[config.mk]
export PLATFORM = sky130hd
export DESIGN_NAME = if_id_register
export DESIGN_NICKNAME = d
export VERILOG_FILES = /design/src/rtl/if_id_pkg.sv /design/src/rtl/if_id_slot.sv /design/src/rtl/if_id_register.sv
export SDC_FILE = /design/constraint.sdc
export NUM_CORES = 1
export LEC_CHECK = 0
export BUFFER_PORTS_ARGS = -buffer_cell sky130_fd_sc_hd__buf_2
export CORE_MARGIN = 5
export CORE_UTILIZATION = 33
export CTS_CLUSTER_DIAMETER = 80
export DETAILED_ROUTE_END_ITERATION = 10
export PLACE_DENSITY = 0.61
export SETUP_SLACK_MARGIN = 0.15
export SYNTH_ARGS = -nofsm -noshare
export SYNTH_HDL_FRONTEND = slang
export SYNTH_SLANG_ARGS = --single-unit
[constraint.sdc]
create_clock -name clock -period 5.55 [get_ports clock]
set_input_delay 0 -clock clock [delete_from_list [all_inputs] [get_ports clock]]
set_output_delay 0 -clock clock [all_outputs]
set_load 0.1 [all_outputs]
[src/rtl/if_id_pkg.sv]
// Shared types and constants for the IF/ID pipeline register.
// Optional performance counters are enabled with the IF_ID_PERF_EN macro
// (see if_id_register.sv).
package if_id_pkg;

  localparam int DATA_W  = 16;
  localparam int OPC_W   = 4;
  localparam int FIELD_W = 4;
  localparam int CNT_W   = 16;

  // Instruction field positions (MSB of each 4-bit field)
  localparam int OPC_HI = 15;
  localparam int RS_HI  = 11;
  localparam int RT_HI  = 7;
  localparam int LOW_HI = 3;

  localparam logic [DATA_W-1:0] NOP_INSTR = 16'h0000;

  typedef struct packed {
    logic [DATA_W-1:0] pc4;
    logic [DATA_W-1:0] instr;
  } if_id_entry_t;

  localparam if_id_entry_t ENTRY_ZERO = '{pc4: '0, instr: NOP_INSTR};

  // Occupancy encoded as {skid_valid, main_valid}
  typedef enum logic [1:0] {
    EMPTY = 2'b00,
    ONE   = 2'b01,
    FULL  = 2'b11
  } fill_state_t;

endpackage

[src/rtl/if_id_slot.sv]
// One valid+entry storage slot. Priority: reset > clear > load > hold.
// Clear drops only the valid bit; the payload is zeroed by reset alone.
module if_id_slot
  import if_id_pkg::*;
(
  input  logic         clock,
  input  logic         reset,
  input  logic         clear,
  input  logic         load,
  input  if_id_entry_t din,
  output logic         valid,
  output if_id_entry_t entry
);

  // Slot register: valid flag and payload
  always_ff @(posedge clock) begin
    if (reset) begin
      valid <= 1'b0;
      entry <= ENTRY_ZERO;
    end else if (clear) begin
      valid <= 1'b0;
    end else if (load) begin
      valid <= 1'b1;
      entry <= din;
    end
  end

endmodule

[src/rtl/if_id_register.sv]
// IF/ID pipeline register with a 2-entry skid buffer.
// The main slot drives the decode-side outputs; the skid slot catches the
// one extra word IF may push while decode stalls, so in_ready is simply the
// registered complement of skid_valid.
// Define IF_ID_PERF_EN to add stall/bubble/flush counters.
//
//   state | meaning
//   EMPTY | no entry held, in_ready = 1
//   ONE   | main holds an entry, skid empty, in_ready = 1
//   FULL  | main and skid both hold entries, in_ready = 0
module if_id_register
  import if_id_pkg::*;
(
  input  logic              clock,
  input  logic              reset,
  input  logic              flush,
  input  logic              in_valid,
  output logic              in_ready,
  input  logic [DATA_W-1:0] in_pc4,
  input  logic [DATA_W-1:0] in_instr,
  output logic              out_valid,
  input  logic              out_ready,
  output logic [DATA_W-1:0] out_pc4,
  output logic [DATA_W-1:0] out_instr,
  output logic [OPC_W-1:0]  out_opcode,
  output logic [3:0]        out_rs,
  output logic [3:0]        out_rt,
  output logic [3:0]        out_low
`ifdef IF_ID_PERF_EN
  ,
  output logic [CNT_W-1:0]  stall_cnt,
  output logic [CNT_W-1:0]  bubble_cnt,
  output logic [CNT_W-1:0]  flush_cnt
`endif
);

  logic         main_valid, skid_valid;
  if_id_entry_t main_entry, skid_entry;
  if_id_entry_t in_entry, main_din;
  logic         main_load, main_clear, main_sel_skid;
  logic         skid_load, skid_clear;
  logic         accept, drain;
  fill_state_t  fill;

  assign in_entry = '{pc4: in_pc4, instr: in_instr};
  assign fill     = fill_state_t'({skid_valid, main_valid});
  assign accept   = in_valid & in_ready & ~flush;
  assign drain    = main_valid & out_ready;

  // Slot control: flush wins, otherwise move data according to occupancy
  always_comb begin
    main_load     = 1'b0;
    main_clear    = 1'b0;
    main_sel_skid = 1'b0;
    skid_load     = 1'b0;
    skid_clear    = 1'b0;
    if (flush) begin
      main_clear = 1'b1;
      skid_clear = 1'b1;
    end else begin
      case (fill)
        EMPTY: begin
          if (accept) main_load = 1'b1;
        end
        ONE: begin
          if (drain) begin
            if (accept) main_load  = 1'b1;
            else        main_clear = 1'b1;
          end else if (accept) begin
            skid_load = 1'b1;
          end
        end
        FULL: begin
          if (drain) begin
            main_load     = 1'b1;
            main_sel_skid = 1'b1;
            skid_clear    = 1'b1;
          end
        end
        default: begin
          // skid valid without main cannot occur; recover to empty
          main_clear = 1'b1;
          skid_clear = 1'b1;
        end
      endcase
    end
  end

  assign main_din = main_sel_skid ? skid_entry : in_entry;

  if_id_slot u_main (
    .clock (clock),
    .reset (reset),
    .clear (main_clear),
    .load  (main_load),
    .din   (main_din),
    .valid (main_valid),
    .entry (main_entry)
  );

  if_id_slot u_skid (
    .clock (clock),
    .reset (reset),
    .clear (skid_clear),
    .load  (skid_load),
    .din   (in_entry),
    .valid (skid_valid),
    .entry (skid_entry)
  );

  assign in_ready   = ~skid_valid;
  assign out_valid  = main_valid;
  assign out_pc4    = main_entry.pc4;
  assign out_instr  = main_entry.instr;
  assign out_opcode = main_entry.instr[OPC_HI -: OPC_W];
  assign out_rs     = main_entry.instr[RS_HI  -: FIELD_W];
  assign out_rt     = main_entry.instr[RT_HI  -: FIELD_W];
  assign out_low    = main_entry.instr[LOW_HI -: FIELD_W];

`ifdef IF_ID_PERF_EN
  // Free-running wrap-around event counters, cleared only by reset
  always_ff @(posedge clock) begin
    if (reset) begin
      stall_cnt  <= '0;
      bubble_cnt <= '0;
      flush_cnt  <= '0;
    end else begin
      if (main_valid & ~out_ready) stall_cnt  <= stall_cnt + 1'b1;
      if (~main_valid)             bubble_cnt <= bubble_cnt + 1'b1;
      if (flush)                   flush_cnt  <= flush_cnt + 1'b1;
    end
  end
`endif

endmodule

# After elaboration in Yosys (flattened, before gate mapping)
# Cells that the tools add are included.
# W data, S select, Z words.
[totals] reg_bits=66 inputBits=37 output_inout_bits=50 word_cells=39
[classes] n_eq_ne=2 reduce_logical=7 bitwise_logic=7 mux=17
[ops] operator="$mux W32" n=1
[ops] operator="$mux W1" n=13
[ops] operator="$reduce_or A2 Y1" n=4
[ops] operator="$not A1 Y1" n=4
[ops] operator="$pmux W1 S2" n=2
[ops] operator="$reduce_and A2 Y1" n=2
[ops] operator="$and A1 B1 Y1" n=3
[ops] operator="$pmux W1 S3" n=1
[ops] operator="$eq A2 B1 Y1 const B" n=1
[ops] operator="$eq A2 B2 Y1 const B" n=1
[ops] operator="$logic_not A2 Y1" n=1

# Longest topological paths before layout
# Gate-level depths: netlist (run 1).
[logic_depth] depth_word=9 depth_mapped=8 depth_no_buf=6

# Modules after synthesis
# Synthesis (run 1) repeated with hierarchy kept, for this count alone.
[hier_totals] hier_cells=366 hier_area_um2=3774.9
[by_module_without_submodules] mod="if_id_slot" cells_each=148 seq_area_each_um2=660.6 instances=2 area_per_inst_um2=1491.4
[by_module_without_submodules] mod="if_id_register" cells_each=70 seq_area_each_um2=0.0 instances=1 area_per_inst_um2=792.0

# Worst setup path before layout (run 1)
# No wires, ideal clock.
[synth_timing] path_type="reg2reg" startpoint="register u_main.valid" endpoint="register u_main.entry[20] in the netlist's numbering" setup_time_ps=134 required_ps=5416 arrival_ps=2612 n_path_buf=2 path_stages_with_launch=9 synth_period_minus_slack_ps=2746 path_slack_ps=2804 cell_sequence="dfxtp_1 > inv_1 > ha_1 > nor2b_1 > a2111oi_4 > and2_1 > buf_2 > buf_4 > a211oi_1"
[synth_between] elab_chain_len=6 elab_cells_between_ends=17 classes_between="2 x eq/ne; 10 x mux; 2 x bitwise; 3 x reduce/logical"
[synth_lines] item="start: declaration" line_no="if_id_slot.sv:11" text="output logic valid,"
[synth_lines] item="start signal: assignment" line_no="if_id_slot.sv:18" text="valid <= 1'b0;"
[synth_lines] item="start signal: assignment" line_no="if_id_slot.sv:21" text="valid <= 1'b0;"
[synth_lines] item="start signal: assignment" line_no="if_id_slot.sv:23" text="valid <= 1'b1;"
[synth_lines] item="$eq A2 B2 Y1 (tied with other cells)" line_no="if_id_register.sv:61" text="case (fill)"
[synth_lines] item="$reduce_or A2 Y1 (no source line) / $mux W1 (equally long branches)"
[synth_lines] item="$pmux W1 S2" line_no="if_id_register.sv:61"
[synth_lines] item="$mux W1" line_no="if_id_register.sv:57" text="if (flush) begin"
[synth_lines] item="$not A1 Y1 (no source line)"
[synth_lines] item="$reduce_and A2 Y1 (no source line)"
[synth_lines] item="end signal: assignment" line_no="if_id_slot.sv:24" text="entry <= din;"
[synth_lines] item="end: declaration" line_no="if_id_slot.sv:12" text="output if_id_entry_t entry"
# Parallel ways exist; a longest one is shown, timed or not.
# A chain may end at the register's enable or synchronous reset.

# Final worst setup path (run 1)
[layout_timing] startpoint="register u_skid.valid" endpoint="register u_main.entry[19] in the netlist's numbering"
[layout_between] elab_chain_len=9 elab_cells_between_ends=20 classes_between="2 x eq/ne; 11 x mux; 4 x bitwise; 3 x reduce/logical"
[layout_lines] item="start: declaration" line_no="if_id_slot.sv:11"
[layout_lines] item="start signal: assignment" line_no="if_id_slot.sv:18"
[layout_lines] item="start signal: assignment" line_no="if_id_slot.sv:21"
[layout_lines] item="start signal: assignment" line_no="if_id_slot.sv:23"
[layout_lines] item="$not A1 Y1" line_no="if_id_register.sv:111" text="assign in_ready = ~skid_valid;"
[layout_lines] item="$and A1 B1 Y1 (2 in series)" line_no="if_id_register.sv:47" text="assign accept = in_valid & in_ready & ~flush;"
[layout_lines] item="$mux W1" line_no="if_id_register.sv:67" text="if (accept) main_load = 1'b1;"
[layout_lines] item="$mux W1" line_no="if_id_register.sv:66" text="if (drain) begin"
[layout_lines] item="$pmux W1 S2" line_no="if_id_register.sv:61"
[layout_lines] item="$mux W1" line_no="if_id_register.sv:57"
[layout_lines] item="$not A1 Y1 (no source line)"
[layout_lines] item="$reduce_and A2 Y1 (no source line)"
# Parallel ways exist; a longest one is shown, timed or not.

==> impl_results.md, run 1 <==
* VDD IR-drop max at around 0.11 mV
* Crit-path cells: inv_1 -> ha_1 -> and3_1 -> a2111oi_4 -> buf_4 -> and2_1 -> a211oi_1
* Die height at 104 um
* Worst-margin pin slew at between 1000 and 1500 ps
* Critical path origin: u_skid.valid$_SDFFE_PP0P_
* Core box area at about 0.0087 mm^2
* Routability cong. at 0.775
* # clock sinks at 66
* ANT cells at 0
* Tmin final at 3150 ps
* CTS Hold Bufs at 32
* Worst Setup End Kind: flop
* Gate Count Post-Synth at 329
* Synth warnings at 0
* Clk root buf: clkbuf_8
* #FFs+latches synth at between 60 and 70
* Setup TNS at 0 ps
* Post-CTS sizing at 0
* Drt via density at 4.80
* Total iterations of the first detailed-routing run at 4
* Layout cells sized above 1 at 25.3%
* Period utilization at 56.7%
* Hold slack at 56.0 ps
* HP Start: flush
* Effective utilization at floorplan at approximately a third
* Largest net degree at the start of global routing at 67
* Longest Clk Path Bufs at 2
* R2R Path Start: u_skid.valid$_SDFFE_PP0P_
* Worst Skew at 9.73 ps
* Status: finished, final reports clean
* DR vias at 2549
* First-pass GRT wire length at ~12 mm
* Grt ovf at 0
* Post-route DRC at 0
* Antenna Nets Post-Route at 0
* Final HPWL DP at 4.85 mm
* Register area share after synthesis at 45.2%
* Peak Freq at 318 MHz
* I/O Buffers at 86
* Most common cell after layout, fill and taps aside: buf_2
* Clk slew on worst S/H paths at around 70 ps
* RSZ-0062 raised after global routing: false
* Critical path class: reg2reg
* Worst path max stage delay at 980 ps
* Avg Synthesized Cell Area at 8.88 um^2
* Final wirelength at 7.25 mm
* Die ar. at 0.0108 mm^2
* Vias in the first global route at 2489
* CTS tree: done
* Drt initial violations at 84
* Commonest cells after routing, fill and taps aside: buf_2, dfxtp_1, nand2_1, a21oi_1, a211oi_1
* Netlist Area Pre-Place at 0.00292 mm^2
* P per Cell Area at 310 mW/mm^2
* Critical Path Fanout Max at 33
* CTS H-tree lvls at 3
* Max-cap violations at 0
* Global Route Usage Sum at a little over an eighth
* Chip width at 104 um
* Worst skew pair latency at 340 ps
* Layout area overhead at 30.0%
* Final Max Slew Viols at 0
* Final setup fails at 0
* CP max-delay cell: and2_1
* CP Data Required Time at 5700 ps
* Top Family by Delay on Critical Path: simple AND/OR/NAND/NOR gates
* Slew headroom at just over 20%
* Yosys cell types at 25
* Io pins at 87
* CTS Buf Count at 9
* Leak Pwr at 1.74 nW
* CP arrival at 3300 ps
* CP Buf/Inv Count at 2
* Cell Rows at 34
* Syn Nets at roughly 370
* Startpoint Class: flop
* Initial antenna violation count at 0
* Post-CTS Setup Bufs at 0
* HP Class: in2reg
* Final hold violations at 0
* Routed length per instance at 13.7 um
* Layout net count at 460
[path summary, 6_finish.rpt]
kind	endpoint	depth (start not counted)	slack, ps
worst max-delay path	u_main.entry[19]$_SDFFE_PP0P_	7	2400
worst min-delay path	u_main.valid$_SDFFE_PP0P_	3	60
worst max register to register	u_main.entry[19]$_SDFFE_PP0P_	7	2400
worst min register to register	u_skid.entry[20]$_SDFFE_PP0P_	2	450
[worst register-to-register path: cells and delay by family, from the launching register on]
family	cells	cell delay (ps)
AND/OR/NAND/NOR	2	1220
AO/OA/AOI/OAI	2	530
buffers and inverters	2	490
flip-flops	1	480
adder cells (fa/ha/maj)	1	240
[layout make-up]
type / instances / area, um^2
sequential: 66 / 1320
multi-input combinational: 216 / 1340
timing repair buffer: 122 / 781
clock buffer: 11 / 131
tap: 108 / 135
fill: 892 / 4880
clock inverter: 5 / 78.8
inverter: 3 / 11.3
[report_power, final]
| group | internal (mW) | switching, mW | total (mW) | leakage [nW] |
|---|---|---|---|---|
| logic | 0.0573 | 0.192 | 0.250 | 1.10 |
| clock network | 0.253 | 0.178 | 0.431 | 0.107 |
| registers | 0.488 | 0.00965 | 0.497 | 0.535 |
[kinds of logic after synthesis]
logic type               share of synthesized area, %
AO/OA/AOI/OAI                                    21.1
AND/OR/NAND/NOR                                  11.6
flip-flops                                       45.2
buffers and inverters                            9.04
multiplexers                                     11.0
adder cells (fa/ha/maj)                          2.14
[cells in the mapped netlist]
cell type | number | share of area [%]
nand2b_1 | 1 | 0.21
mux2i_1 | 32 | 11
nand2_1 | 65 | 8.4
nor4bb_1 | 1 | 0.34
clkbuf_1 | 20 | 2.6
or3_1 | 1 | 0.21
ha_1 | 5 | 2.1
and4_1 | 1 | 0.30
a21oi_1 | 65 | 11
dfxtp_1 | 66 | 45
buf_2 | 1 | 0.17
a2111oi_4 | 1 | 0.94
nand4_1 | 1 | 0.21
nor2_1 | 1 | 0.13
and2_1 | 1 | 0.21
nor3b_1 | 1 | 0.26
a211oi_1 | 33 | 8.5
or3b_4 | 1 | 0.39
a211o_1 | 1 | 0.30
nor4b_1 | 1 | 0.30
a31oi_1 | 1 | 0.21
inv_1 | 3 | 0.39
buf_4 | 23 | 5.9
nor2b_1 | 1 | 0.21
and3_1 | 2 | 0.43
[routing by layer]
layer | vias to the layer above | track usage, % | part of all wire, %
met5 | - | 0 | 0
li1 | 1312 | - | -
met3 | 9 | 4.53 | 6.1
met1 | 1170 | 15.6 | 44
met4 | 0 | 5.83 | 1.8
met2 | 58 | 22.4 | 48
[flip-flops by register name, summed over array words and instances (netlist names)]
name,count
u_skid.entry,32
u_main.entry,32
u_skid.valid,1
u_main.valid,1
[metrics by stage]
stage	std cells	total power [mW]	utilization (%)	setup slack, ps	cell area [um^2]
6_report	531	1.18	43.8	2400	3800
5_1_grt	531	1.23	43.8	2160	3800
4_1_cts	531	1.19	43.8	2430	3800
3_5_place_dp	483	0.742	37.6	2440	3270
3_3_place_gp	483	0.740	37.6	2540	3270
2_1_floorplan	329	0.704	-	2800	2920
Power figures use the tool's default switching activity.
==> run 2: changes to the inputs <==
- ABC_AREA: not set -> 1
- PLACE_DENSITY: 0.61 -> 0.6
- clock period: 5.55 -> 3 ns (I/O delays scaled with it)
==> impl_results.md, run 2 <==
* Critical Path Fanout Max at 64
* Tmin final at 2230 ps
* Die ar. at 0.0122 mm^2
* Period utilization at 74.3%
* Post-synth EDFFs at 0
* Final hold violations at 0
* HP Start: flush
* Clk root buf: clkbuf_8
* Hold Path Depth at 4
* Final setup fails at 0
* Cell Rows at 36
* Top-count cell post-synth: nand2_1
* Largest net degree at the start of global routing at 65
* Yosys cell types at 21
* Total iterations of the first detailed-routing run at 4
* Synth Area in Adders at 1.87%
* Worst Skew at about 7.3 ps
* CTS tree: done
* Syn Nets at 542
* Layout cells sized above 1 at between 10% and 20%
* Synth Flop Type: dfxtp_1
* Antenna Nets Post-Route at 0
* Setup TNS at 0 ps
* Largest family of logic cells by synthesized area: simple AND/OR/NAND/NOR gates
* Gate Count Post-Synth at 500
* # clock sinks at 66
* Synth top area share at 39.5%
* Final HPWL DP at 5.22 mm
* Slew headroom at between 50% and 60%
* Layout area overhead at 26.8%
* Chip width at roughly 110 um
* ANT cells at 0
* Worst-margin pin slew at 707 ps
* DR vias at 3123
* Routed length per instance at between 10 and 15 um
* Drt initial violations at 128
* Hold slack at approximately 23 ps
* Synth async-reset ratio at 0%
* Avg Synthesized Cell Area at 6.69 um^2
* Io pins at 87
* Critical path class: reg2reg
* CP Data Required Time at 3230 ps
* Internal reg-to-reg setup slack at ~770 ps
* Register area share after synthesis at 39.5%
* Most common cell after layout, fill and taps aside: nand2_1
* CTS Buf Count at 9
* Synth Area in Compound Gates at 10.2%
* R2R Path Start: u_skid.valid$_SDFFE_PP0P_
* Post-CTS sizing at 0
* HP Class: in2reg
* Global Route Usage Sum at 13.5%
* CTS H-tree lvls at 3
* Netlist Area Pre-Place at around 0.0033 mm^2
* Synth warnings at 0
* Die height at between 100 and 150 um
* Final wirelength at 7.96 mm
* Effective utilization at floorplan at 34.1%
* #FFs+latches synth at 66
* Max-cap violations at 0
* Layout net count at 631
* Post-route DRC at 0
* Leading area contributor after synthesis: dfxtp_1
* Pwr Total at 2.20 mW
* Fillers at roughly 1.0k
* Proportion of synthesized area in mux cells at 0%
* CTS Hold Bufs at 32
* Post-CTS Setup Bufs at 0
* Routability cong. at 0.772
* Min-Delay Endpoint: u_main.valid$_SDFFE_PP0P_
* Post-synthesis simple-gate area fraction at just over 30%
* Initial antenna violation count at 0
* Final Max Slew Viols at 0
* Leak Pwr at 2.04 nW
* Capture point of the worst reg-to-reg path: u_main.entry[3]$_SDFFE_PP0P_
* Status: finished, final reports clean
* P per Cell Area at around 520 mW/mm^2
* CP arrival at 2460 ps
* Worst skew pair latency at 340 ps
* Leading registers by flop count: u_main.entry x32, u_skid.entry x32
* Worst Setup End Kind: flop
* RSZ-0062 raised after global routing: false
* Core box area at 0.00982 mm^2
* Reg2reg path depth at 8
* I/O Buffers at 86
* First-pass GRT wire length at around 14 mm
* Ranking of synthesized cells by area: dfxtp_1, nand2_1, inv_1
* Commonest cells after routing, fill and taps aside: nand2_1, buf_2, inv_1
* Longest Clk Path Bufs at 2
* Clk slew on worst S/H paths at 70 ps
* Peak Freq at 448 MHz
* Vias in the first global route at 2979
* Xor/xnor share of the synthesized area at 0%
* Drt via density at 4.30
* VDD IR-drop max at around 0.30 mV
* Grt ovf at 0
* Startpoint Class: flop
* Most frequent cells after synthesis: nand2_1, inv_1, nor2_1
-- run 2: cell count changes after synthesis, moves of 32 or more --
cell,change
nor2_1,+67
nand2_1,+74
a211oi_1,-33
a21oi_1,-32
inv_1,+66
mux2i_1,-32
-- run 2: stage by stage --
stage	worst slack [ps]	instances	utilization, %	area (um^2)
global placement	885	679	37.4	3670
global route	445	727	43.2	4240
detailed placement	749	679	37.4	3670
CTS	733	727	43.2	4240
floorplan	605	500	-	3340
finish	770	727	43.2	4240
-- run 2: worst max path at each step --
stage                                   start                             to  slack [ps]  depth (start not counted)
floorplan           u_main.valid$_SDFFE_PP0P_   u_main.entry[0]$_SDFFE_PP0P_         610                          9
global placement    u_skid.valid$_SDFFE_PP0P_   u_main.entry[5]$_SDFFE_PP0P_         880                          8
detailed placement  u_skid.valid$_SDFFE_PP0P_  u_main.entry[20]$_SDFFE_PP0P_         750                          8
CTS                 u_skid.valid$_SDFFE_PP0P_  u_main.entry[20]$_SDFFE_PP0P_         730                          8
global route        u_skid.valid$_SDFFE_PP0P_   u_main.entry[4]$_SDFFE_PP0P_         440                          8
finish              u_skid.valid$_SDFFE_PP0P_   u_main.entry[3]$_SDFFE_PP0P_         770                          8
-- run 2: cell families after synthesis --
logic type	count (synthesis)
buffers and inverters	117
AO/OA/AOI/OAI	67
flip-flops	66
adder cells (fa/ha/maj)	5
AND/OR/NAND/NOR	245
-- run 2: worst max-delay path, stage by stage (launching register included) --
cell     delay (ps)
dfxtp_1         430
inv_1           150
ha_1            220
inv_1           120
nor2_1           80
a21oi_2         200
nand3_4         540
nor2_1          280
nor2_1           70
-- run 2: final cells by class --
cell class              count  area [um^2]  share of cell area [%]
multi-input cells         317         1450                    34.1
flip-flops and latches     66         1320                    31.2
repair buffers            122          781                    18.4
inverters                  73          274                    6.46
well taps                 133          166                    3.92
clock buffers              12          155                    3.66
clock inverters             4         97.6                    2.30
-- run 2: routing by layer --
| metal | up-vias | routed length, um | global-route usage [%] |
|---|---|---|---|
| li1 | 1679 | - | - |
| met1 | 1356 | 3570 | 15.7 |
| met2 | 78 | 3790 | 23.9 |
| met3 | 10 | 493 | 4.59 |
| met4 | 0 | 102 | 3.20 |
| met5 | - | 0 | 0 |
-- run 2: power breakdown --
| group | switching (mW) | internal, mW | leakage, nW |
|---|---|---|---|
| registers | 0.00975 | 0.893 | 0.534 |
| logic | 0.269 | 0.0906 | 1.38 |
| clock network | 0.340 | 0.598 | 0.123 |
==> run 3: changes to the inputs <==
- clock period: 3 -> 2.3 ns (I/O delays scaled with it)
==> impl_results.md, run 3 (synthesis results as in run 2) <==
* Status: finished, final reports clean
* Post-CTS sizing at 0
* CTS tree: done
* Switching part of the total at 28.7%
* Setup slack at placement at 432 ps
* Layout cells sized above 1 at a little over a fifth
* # clock sinks at 66
* Global Route Usage Sum at 13.5%
* Post-route setup slack at 432 ps
* Clk slew on worst S/H paths at 70 ps
* Largest net degree at the start of global routing at 65
* Final core occ at 43.4%
* Longest Clk Path Bufs at 2
* Commonest cells after routing, fill and taps aside: nand2_1, buf_2, nor2_1
* Clock share of power at 39.7%
* Clk root buf: clkbuf_8
* HP Start: flush
* P_sw at 0.785 mW
* CP Data Required Time at 2520 ps
* Effective utilization at floorplan at between 30 and 40%
* Crit-path cells: clkinvlp_4 -> ha_4 -> nand2_1 -> nand2_1 -> a21oi_2 -> nand3_4 -> buf_4 -> nor2_1 -> nor2_1
* Post-route DRC at 0
* Pint at 1.95 mW
* Flop pwr share at between 40% and 50%
* Most common cell after layout, fill and taps aside: nand2_1
* Setup TNS at 0 ps
* Cell Rows at 36
* Worst Skew at 5.32 ps
* Met1 Usage GRT at 17.1%
* Layout area overhead at 27.4%
* Hold slack at 19.9 ps
* P per Cell Area at 642 mW/mm^2
* R2R Path Start: u_skid.valid$_SDFFE_PP0P_
* Final hold violations at 0
* Worst-margin pin slew at approximately 600 ps
* Io pins at 87
* CP max-delay cell: dfxtp_2
* CP arrival at around 2100 ps
* DR vias at 3086
* Worst Setup End Kind: flop
* Antenna Nets Post-Route at 0
* Initial antenna violation count at 0
* Core box area at around 0.01 mm^2
* Layout net count at 634
* Final setup fails at 0
* Max-cap violations at 0
* Period utilization at roughly four fifths
* Chip width at 111 um
* Routed length per instance at 11.1 um
* Peak Freq at approximately 540 MHz
* Worst path max stage delay at 430 ps
* HP Class: in2reg
* Critical Path Fanout Max at 37
* Fillers at 1054
* Grt ovf at 0
* Final HPWL DP at 5.49 mm
* First-pass GRT wire length at about 14 mm
* CTS H-tree lvls at 3
* ANT cells at 0
* Drt initial violations at 138
* Vias in the first global route at slightly below 3k
* Total iterations of the first detailed-routing run at 4
* Die ar. at about 0.012 mm^2
* Slew headroom at 59.9%
* Tmin final at 1870 ps
* RSZ-0062 raised after global routing: false
* Startpoint Class: flop
* Final Max Slew Viols at 0
* Leading registers by flop count: u_main.entry x32, u_skid.entry x32
* I/O Buffers at 86
* VDD IR-drop max at around 0.35 mV
* M3 GR Usage at under 10%
* Die height at around 110 um
* Leak Pwr at 2.05 nW
* Pwr Total at 2.73 mW
* Worst skew pair latency at 330 ps
* Combinational share of power at roughly 17%
* Drt via density at about 4.2
* Critical path class: reg2reg
* Most used routing layer: met2
* M2 GR Usage at a little over a fifth
* Final wirelength at 8.09 mm
* Critical path origin: u_skid.valid$_SDFFE_PP0P_
* CTS Buf Count at 9
* Routability cong. at 0.779
run 3: timing repair:
action | 4_1_cts | 5_1_grt
endpoints found under the hold margin | 32 | 0
setup buffers | 0 | 0
hold buffers | 32 | 0
run 3: routing by layer:
metal	vias to the layer above	routed length [um]
li1	1682	-
met1	1329	3830
met2	69	3760
met3	6	459
met4	0	45
met5	-	0
run 3: critical path: cells and delay by family, from the launching register on:
kind / cells / cell delay [ps]
AO/OA/AOI/OAI: 1 / 180
adder cells (fa/ha/maj): 1 / 250
buffers and inverters: 2 / 460
flip-flops: 1 / 430
AND/OR/NAND/NOR: 5 / 430
run 3: metrics by stage:
| step | std cells | instance area, um^2 |
|---|---|---|
| after floorplan | 500 | 3380 |
| after global placement | 682 | 3720 |
| after detailed placement | 682 | 3720 |
| after CTS | 729 | 4260 |
| after global routing | 729 | 4260 |
| final | 729 | 4260 |
run 3: path summary, 6_finish.rpt:
check	to	slack [ps]	cells past startpoint
setup / recovery	u_main.entry[17]$_SDFFE_PP0P_	430	9
hold / removal	u_main.valid$_SDFFE_PP0P_	20	4
setup reg to reg	u_main.entry[17]$_SDFFE_PP0P_	430	9
hold reg to reg	u_skid.entry[31]$_SDFFE_PP0P_	460	2
run 3: power groups by stage:
stage                     Sequential (mW)  Clock, mW  Combinational, mW
after floorplan                      1.35          0              0.203
after global placement               1.20          0              0.431
after detailed placement             1.20          0              0.432
after CTS                            1.18       1.12              0.476
after global routing                 1.18       1.18              0.508
final                                1.18       1.08              0.472
run 3: layout make-up:
cell class | instances | area [um^2] | share of cell area (%)
Tap cell | 133 | 166 | 3.90
Sequential cell | 66 | 1320 | 31.1
Clock inverter | 2 | 60.1 | 1.41
Clock buffer | 13 | 159 | 3.73
Inverter | 73 | 278 | 6.52
Multi-Input combinational cell | 317 | 1470 | 34.5
Timing Repair Buffer | 125 | 803 | 18.8
